===== src/rtl/fetch_sequencer.sv =====
// fetch_sequencer
//   Instruction fetch front end for a synchronous single-port instruction
//   memory with a 1-cycle read latency. It issues one sequential fetch per
//   cycle, stalls on decode back-pressure, handles jump redirects and
//   supports a halt/resume protocol.
//
// Ports
//   clock        : single clock, all state updates on the rising edge
//   reset_n      : asynchronous active-low reset
//   start        : level; in S_IDLE begins fetching at RESET_PC
//   halt_req     : request that fetching stop
//   resume       : leave S_HALT once nothing is pending
//   dec_ready    : decode accepts the instruction when instr_valid is high
//   jump_valid   : redirect strobe
//   jump_address : redirect target
//   pc_addr      : registered address to the instruction memory addra
//   mem_en       : memory read enable (combinational from state and inputs)
//   instr_valid  : douta holds a live instruction this cycle
//   instr_pc     : address of the instruction currently on douta
//   pc_plus_1    : instr_pc + 1, wrapping at 2^ADDR_W
//   fetch_count  : number of accepted instructions (wraps at 16 bits)
//   state        : FSM state, S_IDLE=0 S_RUN=1 S_STALL=2 S_HALT=3
//
// Handshake: an instruction transfers to decode on every rising edge where
// instr_valid=1 and dec_ready=1. While instr_valid=1 and dec_ready=0 the
// instruction and instr_pc are held stable (mem_en=0 keeps douta frozen);
// only a jump may discard a held instruction.

module fetch_sequencer #(
  parameter int unsigned           ADDR_W   = 10,
  parameter logic [ADDR_W-1:0]     RESET_PC = '0
) (
  input  logic              clock,
  input  logic              reset_n,
  input  logic              start,
  input  logic              halt_req,
  input  logic              resume,
  input  logic              dec_ready,
  input  logic              jump_valid,
  input  logic [ADDR_W-1:0] jump_address,
  output logic [ADDR_W-1:0] pc_addr,
  output logic              mem_en,
  output logic              instr_valid,
  output logic [ADDR_W-1:0] instr_pc,
  output logic [ADDR_W-1:0] pc_plus_1,
  output logic [15:0]       fetch_count,
  output logic [1:0]        state
);

  typedef enum logic [1:0] {
    S_IDLE  = 2'd0,
    S_RUN   = 2'd1,
    S_STALL = 2'd2,
    S_HALT  = 2'd3
  } state_e;

  state_e            state_q, state_d;
  logic [ADDR_W-1:0] pc_addr_q, pc_addr_d;
  logic              instr_valid_q, instr_valid_d;
  logic [ADDR_W-1:0] instr_pc_q, instr_pc_d;
  logic [15:0]       fetch_count_q, fetch_count_d;

  logic accept;
  logic issue;

  assign accept = instr_valid_q & dec_ready;

  // Next-state / output logic
  always_comb begin
    state_d       = state_q;
    pc_addr_d     = pc_addr_q;
    instr_valid_d = instr_valid_q;
    instr_pc_d    = instr_pc_q;
    fetch_count_d = fetch_count_q;
    issue         = 1'b0;

    // An accepted instruction is consumed; a fetch issued this cycle below
    // re-raises instr_valid for the next instruction.
    if (accept) begin
      instr_valid_d = 1'b0;
      fetch_count_d = fetch_count_q + 16'd1;
    end

    case (state_q)
      S_IDLE: begin
        if (start) begin
          state_d   = S_RUN;
          pc_addr_d = RESET_PC;
        end else if (jump_valid) begin
          pc_addr_d = jump_address;
        end
      end

      S_RUN: begin
        if (jump_valid) begin
          // No fetch this cycle, so the next cycle is a one-cycle bubble.
          pc_addr_d     = jump_address;
          instr_valid_d = 1'b0;
        end else if (halt_req) begin
          // Any un-accepted instruction stays valid and drains in S_HALT.
          state_d = S_HALT;
        end else if (instr_valid_q && !dec_ready) begin
          state_d = S_STALL;
        end else begin
          issue = 1'b1;
        end
      end

      S_STALL: begin
        if (jump_valid) begin
          state_d       = S_RUN;
          pc_addr_d     = jump_address;
          instr_valid_d = 1'b0;
        end else if (dec_ready) begin
          if (halt_req) begin
            state_d = S_HALT;
          end else begin
            // Refetch in the accept cycle so the pipeline has no bubble.
            state_d = S_RUN;
            issue   = 1'b1;
          end
        end
      end

      S_HALT: begin
        if (jump_valid) begin
          pc_addr_d = jump_address;
        end else if (resume && !halt_req && !instr_valid_q) begin
          state_d = S_RUN;
          issue   = 1'b1;
        end
      end

      default: state_d = S_IDLE;
    endcase

    if (issue) begin
      instr_valid_d = 1'b1;
      instr_pc_d    = pc_addr_q;
      pc_addr_d     = pc_addr_q + ADDR_W'(1);
    end
  end

  always_ff @(posedge clock or negedge reset_n) begin
    if (!reset_n) begin
      state_q       <= S_IDLE;
      pc_addr_q     <= RESET_PC;
      instr_valid_q <= 1'b0;
      instr_pc_q    <= RESET_PC;
      fetch_count_q <= 16'd0;
    end else begin
      state_q       <= state_d;
      pc_addr_q     <= pc_addr_d;
      instr_valid_q <= instr_valid_d;
      instr_pc_q    <= instr_pc_d;
      fetch_count_q <= fetch_count_d;
    end
  end

  assign pc_addr     = pc_addr_q;
  assign mem_en      = issue;
  assign instr_valid = instr_valid_q;
  assign instr_pc    = instr_pc_q;
  assign pc_plus_1   = instr_pc_q + ADDR_W'(1);
  assign fetch_count = fetch_count_q;
  assign state       = state_q;

endmodule


===== config.mk =====
export PLATFORM = sky130hd
export DESIGN_NAME = fetch_sequencer
export DESIGN_NICKNAME = d
export VERILOG_FILES = /design/src/rtl/fetch_sequencer.sv
export SDC_FILE = /design/constraint.sdc
export NUM_CORES = 1
export LEC_CHECK = 0
export CAP_MARGIN = 30
export CORE_UTILIZATION = 35
export DETAILED_ROUTE_END_ITERATION = 7
export GPL_ROUTABILITY_DRIVEN = 1
export GPL_TIMING_DRIVEN = 0
export PLACE_DENSITY_LB_ADDON = 0.05
export SYNTH_ARGS = -nofsm -noshare
export SYNTH_HDL_FRONTEND = slang
export SYNTH_SLANG_ARGS = --single-unit
export TNS_END_PERCENT = 5

===== constraint.sdc =====
create_clock -name clock -period 4.6 [get_ports clock]
set_input_delay 0.69 -clock clock [delete_from_list [all_inputs] [get_ports clock]]
set_output_delay 0.69 -clock clock [all_outputs]
set_load 0.02 [all_outputs]

==> flow_summary.yaml, run 1 <==
run_status:
  outcome: "completed"
finish:
  num_antenna_cells: 0
  syn2layout_area_growth_pct: 40.38
  fin_nets: 310
  fill_cells: 580
  layout-drive-gt1-share: 0.1014
  final_cells: 361
global_route:
  grt_max_degree: 39
  grt_usage: 0.1761
  grt_pass1_wl_mm: 8.673
  grt_pass1_vias: 1796
  overflow: 0
  grt_antenna_before_repair: 0
cts:
  insertion_delay_ps: 290
  root_buffer: "clkbuf_8"
  cts_setup_buffers: 0
  cts_sinks: 39
  numCtsBuffers: 5
  clkTransAtPathRegs_ps: 80
  cts_hold_buf: 0
  cts_tree: "done"
  htreeDepth: 2
  cts_resized: 0
  cts.path.max_buffers: 2
synth:
  syn_nets: 236
  synth_warnings: 0
  postSynthCellCount: 211
  synth_commonest_cells: "39 x dfrtp_1, 24 x nand2_1, 20 x nand3_1"
  synth_top_area_frac: 0.4467
  yosys.cell_count.top_type: "dfrtp_1"
  synth_ff_type: "dfrtp_1"
  async_reset_ff_frac: 1.000
  netlist_top_cells_area: "dfrtp_1 45%, xnor2_1 6.4%, mux2_2 5.2%"
  synth_top_area_cell: "dfrtp_1"
  syn_area_um2: 2185
  synth-seq-area-share: 0.4467
  synth.ff_latch_count: 39
  synth_area_per_cell_um2: 10.35
  synth.distinct_cells: 47
  synth-edff-count: 0
pwr:
  peakVddDrop_v: 0.0003268
  p_leak_uw: 0.001288
  power_uw: 1818
  powerDensity_nw_per_um2: 592.9
sta:
  tightest_slew_ps: 596.3
  hold_slack_ps: 186.0
  slew_violations: 0
  rsz0062_at_grt: "false"
  fin_worst_skew_ps: 8.559
  finalWorstSetupSlack_ps: 1047
  finalSetupViolCount: 0
  period_share: 0.7724
  fin_crit_ps: 3553
  fmax_mhz: 281.5
  hold_violations: 0
  setup_tns_ps: 0
  maxSlewHeadroom: 0.6025
place:
  dpl.cell_count: 353
  dp_slack_ps: 1044
  place_congestion: 0.8236
  numPortBuffers: 66
  dp_hpwl_mm: 3.876
floorplanning:
  dieArea_um2: 6562
  core_um2: 5956
  initial_core_util: 0.3668
  ioPinCount: 67
  fp-row-count: 28
  die_y_um: 81.01
  die_x_um: 81.01
critical_path:
  ff2ff_setup_slack_ps: 2430
  end_kind: "output port"
  cp-startpoint: "halt_req"
  crit_path_end: "mem_en"
  worstSetupPathType: "in -> out"
  r2r_cells: 7
  worst_setup_path_start_kind: "input pin"
  rr_endpoint: "instr_pc[8]$_DFFE_PN0P_"
  cp_max_fo: 10
  cp.arrival_ps: 2860
  crit_required_ps: 3910
  reg2reg_from: "state[0]$_DFFE_PN0P_"
route:
  num_vias: 1908
  viasPerCell: 5.285
  drtIter0Drc: 80
  drt-pass1-iter-count: 4
  postRouteAntennaNets: 0
  routed_wirelength_mm: 5.386
  wl_per_cell_um: 14.92
  drcViolationCount: 0
min_path:
  min_path_type: "in -> async"
flow_run:
  max_cap_viol_count: 0
-- worst min-delay path by stage --
stage	startpoint	end	slack (ps)	cells after the start
floorplan	reset_n	fetch_count[0]$_DFFE_PN0P_	390	0
global placement	fetch_count[15]$_DFFE_PN0P_	fetch_count[15]$_DFFE_PN0P_	460	1
detailed placement	fetch_count[15]$_DFFE_PN0P_	fetch_count[15]$_DFFE_PN0P_	470	1
CTS	reset_n	instr_pc[4]$_DFFE_PN0P_	180	1
global route	reset_n	instr_pc[4]$_DFFE_PN0P_	180	1
finish	reset_n	instr_pc[4]$_DFFE_PN0P_	190	1
-- per-stage QoR --
step	instance area (um2)	utilization
finish	3067	0.5149
global route	3067	0.5149
CTS	3067	0.5149
detailed placement	2954	0.4960
global placement	2939	0.4935
floorplan	2185	-
-- sequential cells by signal (all words and copies together), names as in the netlist --
signal,cells
pc_addr,10
instr_valid,1
instr_pc,10
state,2
fetch_count,16
-- area by class of cell --
type | instances | area [um2] | share of cell area
plain buffers | 6 | 31.28 | 0.01020
clock buffers | 5 | 68.82 | 0.02244
clock inverters | 3 | 43.79 | 0.01428
inverters | 7 | 26.28 | 0.008568
multi-input cells | 159 | 1151 | 0.3754
flip-flops and latches | 39 | 975.9 | 0.3182
well taps | 75 | 93.84 | 0.03060
repair buffers | 67 | 675.6 | 0.2203
-- layer usage --
metal,part of all wire,up-vias,GRT usage
met1,0.46,927,0.2399
li1,-,915,-
met4,0.011,0,0.06071
met5,0,-,0
met2,0.48,62,0.2798
met3,0.045,4,0.03146
-- cells by family after synthesis --
family / share of synthesized area
AO/OA/AOI/OAI: 0.1042
multiplexers: 0.07904
adder cells (fa/ha/maj): 0.04582
AND/OR/NAND/NOR: 0.2056
flip-flops: 0.4467
buffers and inverters: 0.02634
XOR/XNOR: 0.09221
-- where the power goes --
part | switching, uW | internal, uW | total, uW | leakage, uW
Combinational | 469 | 462 | 932 | 0.000729
Sequential | 152 | 443 | 595 | 0.000501
Clock | 130 | 162 | 291 | 0.0000581
-- layout by cell type, fill, tap and decap left out, types with 2 or more instances in the layout --
master	count
nor4_1	2
clkbuf_8	5
nor2_1	7
dfrtp_1	39
ha_1	8
nor3_1	6
nand2_1	24
and3_1	7
xor2_1	7
o211ai_1	10
mux2_4	2
nand2b_1	2
a21oi_1	2
nand4b_1	2
mux2_2	10
and2_1	2
inv_1	7
o21ai_0	2
clkdlybuf4s50_1	65
mux2i_1	3
nand4_1	4
buf_2	2
xnor2_1	16
clkbuf_1	3
nand3_1	20
a21o_1	2
-- critical path: stages --
cell	delay, ps
clkdlybuf4s50_1	480
or3_1	390
clkbuf_1	180
nor2_4	280
buf_6	220
clkdlybuf4s50_1	620
Power figures use the tool's default switching activity.
==> inputs of run 2 (changes only) <==
- clock period: 4.6 -> 3.3 ns (I/O delays scaled with it)
==> run 2 against run 1 <==
Effect of this change: global-route usage barely moved; combinational power grew 41%; design area increased by 0.82%; first-iteration DRC count down 6.3%; via count fell by 0.31%; sequential power rose by 39%; non-clock buffer count rose by 3; critical path depth did not move; clock-buffer cell count did not move; worst hold slack better by 290 ps; final cell count increased by 0.83%; utilization is 0.42 points higher; critical path type unchanged; highest routed layer unchanged.
==> flow_summary.yaml, run 2 (synthesis results as in run 1) <==
run_status:
  outcome: "completed"
flow_run:
  max_cap_viol_count: 0
floorplanning:
  fp-row-count: 28
  ioPinCount: 67
  die_x_um: 81.01
  core_um2: 5956
  initial_core_util: 0.3668
  dieArea_um2: 6562
  die_y_um: 81.01
route:
  num_vias: 1902
  viasPerCell: 5.225
  dr.max_layer_used: "met4"
  drcViolationCount: 0
  drt-pass1-iter-count: 4
  met2_length_mm: 2.580
  wl_met3_um: 186
  routed_wirelength_mm: 5.414
  postRouteAntennaNets: 0
  wirelength_met1_mm: 2.587
  wl_per_cell_um: 14.87
  drtIter0Drc: 75
finish:
  fill_cells: 578
  layout-drive-gt1-share: 0.1073
  num_antenna_cells: 0
  layout.area.seq_um2: 975.9
  fin_nets: 313
  multi_input_area_um2: 1151
  mostFrequentLayoutCells: "65 x clkdlybuf4s50_1, 39 x dfrtp_1, 24 x nand2_1"
  syn2layout_area_growth_pct: 41.52
  largest_register_ffs: 16
  final_common_cell: "clkdlybuf4s50_1"
critical_path:
  cp_max_fo: 10
  worst_setup_path_start_kind: "input pin"
  end_kind: "output port"
  path_common_cell: "clkdlybuf4s50_1"
  crit_slowest_cell: "clkdlybuf4s50_1"
  worst_path_largest_cell_delay_ps: 620
  cp_cell_sequence: "clkdlybuf4s50_1 > or3_1 > clkbuf_1 > nor2_4 > buf_6 > clkdlybuf4s50_1"
  crit_required_ps: 2800
  cp.arrival_ps: 2510
  worstSetupPathType: "in -> out"
pwr:
  powerDensity_nw_per_um2: 822.0
  p_leak_uw: 0.001302
  peakVddDrop_v: 0.0004554
min_path:
  min_path_type: "reg -> reg"
place:
  dp_hpwl_mm: 3.876
  numPortBuffers: 66
  place_congestion: 0.8236
cts:
  htreeDepth: 2
  root_buffer: "clkbuf_8"
  insertion_delay_ps: 290
  numCtsBuffers: 5
  cts.path.max_buffers: 2
  cts_tree: "done"
  cts_sinks: 39
  clkTransAtPathRegs_ps: 80
  cts_resized: 0
global_route:
  overflow: 0
  grt_pass1_wl_mm: 8.680
  grt_max_degree: 39
  grt_usage: 0.1764
  grt_pass1_vias: 1796
  grt_antenna_before_repair: 0
sta:
  hold_violations: 0
  tightest_slew_ps: 608.5
  fin_crit_ps: 3005
  finalSetupViolCount: 0
  fmax_mhz: 332.8
  maxSlewHeadroom: 0.5943
  period_share: 0.9105
  hold_slack_ps: 472.6
  rsz0062_at_grt: "false"
  fin_worst_skew_ps: 7.986
  slew_violations: 0
  setup_tns_ps: 0
[run 2: cell types whose count changed in the layout (fill, tap and decap cells not counted), sizes merged]
cell | before | now
dlygate4sd3 | 0 | 1
buf | 5 | 7
[run 2: layout make-up]
cell class | instances | area share
Buffer | 6 | 0.01012
Clock buffer | 5 | 0.02226
Clock inverter | 3 | 0.01416
Inverter | 7 | 0.008499
Multi-Input combinational cell | 159 | 0.3723
Sequential cell | 39 | 0.3157
Tap cell | 75 | 0.03035
Timing Repair Buffer | 70 | 0.2266
[run 2: power by group]
group | internal [uW] | switching (uW)
logic | 652 | 657
registers | 618 | 211
clock network | 225 | 179
total | 1490 | 1050
[run 2: final timing paths]
path	depth (start not counted)	slack, ps	start	end
max reg2reg	7	1200	state[0]$_DFFE_PN0P_	pc_addr[9]$_DFF_PN0_
max	6	300	halt_req	mem_en
min	1	470	fetch_count[15]$_DFFE_PN0P_	fetch_count[15]$_DFFE_PN0P_
min in group asynchronous	2	540	reset_n	instr_pc[4]$_DFFE_PN0P_
max in group asynchronous	3	2370	reset_n	pc_addr[8]$_DFF_PN0_
min reg2reg	1	470	fetch_count[15]$_DFFE_PN0P_	fetch_count[15]$_DFFE_PN0P_
[run 2: what timing repair did]
| action | CTS | global route |
|---|---|---|
| setup endpoints to repair | 0 | 1 |
| endpoints found under the hold margin | 1 | 0 |
| hold buffers | 1 | 0 |
| buffers inserted | 0 | 2 |
[run 2: critical path, delay by kind of cell]
kind | cells | cell delay (ps)
simple gates | 2 | 550
buf+inv | 4 | 1460
[run 2: routing by layer]
metal / global-route usage / vias up
li1: - / 920
met1: 0.2406 / 931
met2: 0.2807 / 47
met3: 0.03034 / 4
met4: 0.06071 / 0
met5: 0 / -
[run 2: stage by stage]
step	cells	setup slack [ps]	power, uW	util	area, um2
after CTS	362	117.6	2565	0.5166	3077
final	364	295.3	2541	0.5191	3092
after global placement	352	118.9	2138	0.4935	2939
after global routing	364	155.0	2713	0.5191	3092
after floorplan	211	1142	1554	-	2185
after detailed placement	353	134.1	2145	0.4960	2954
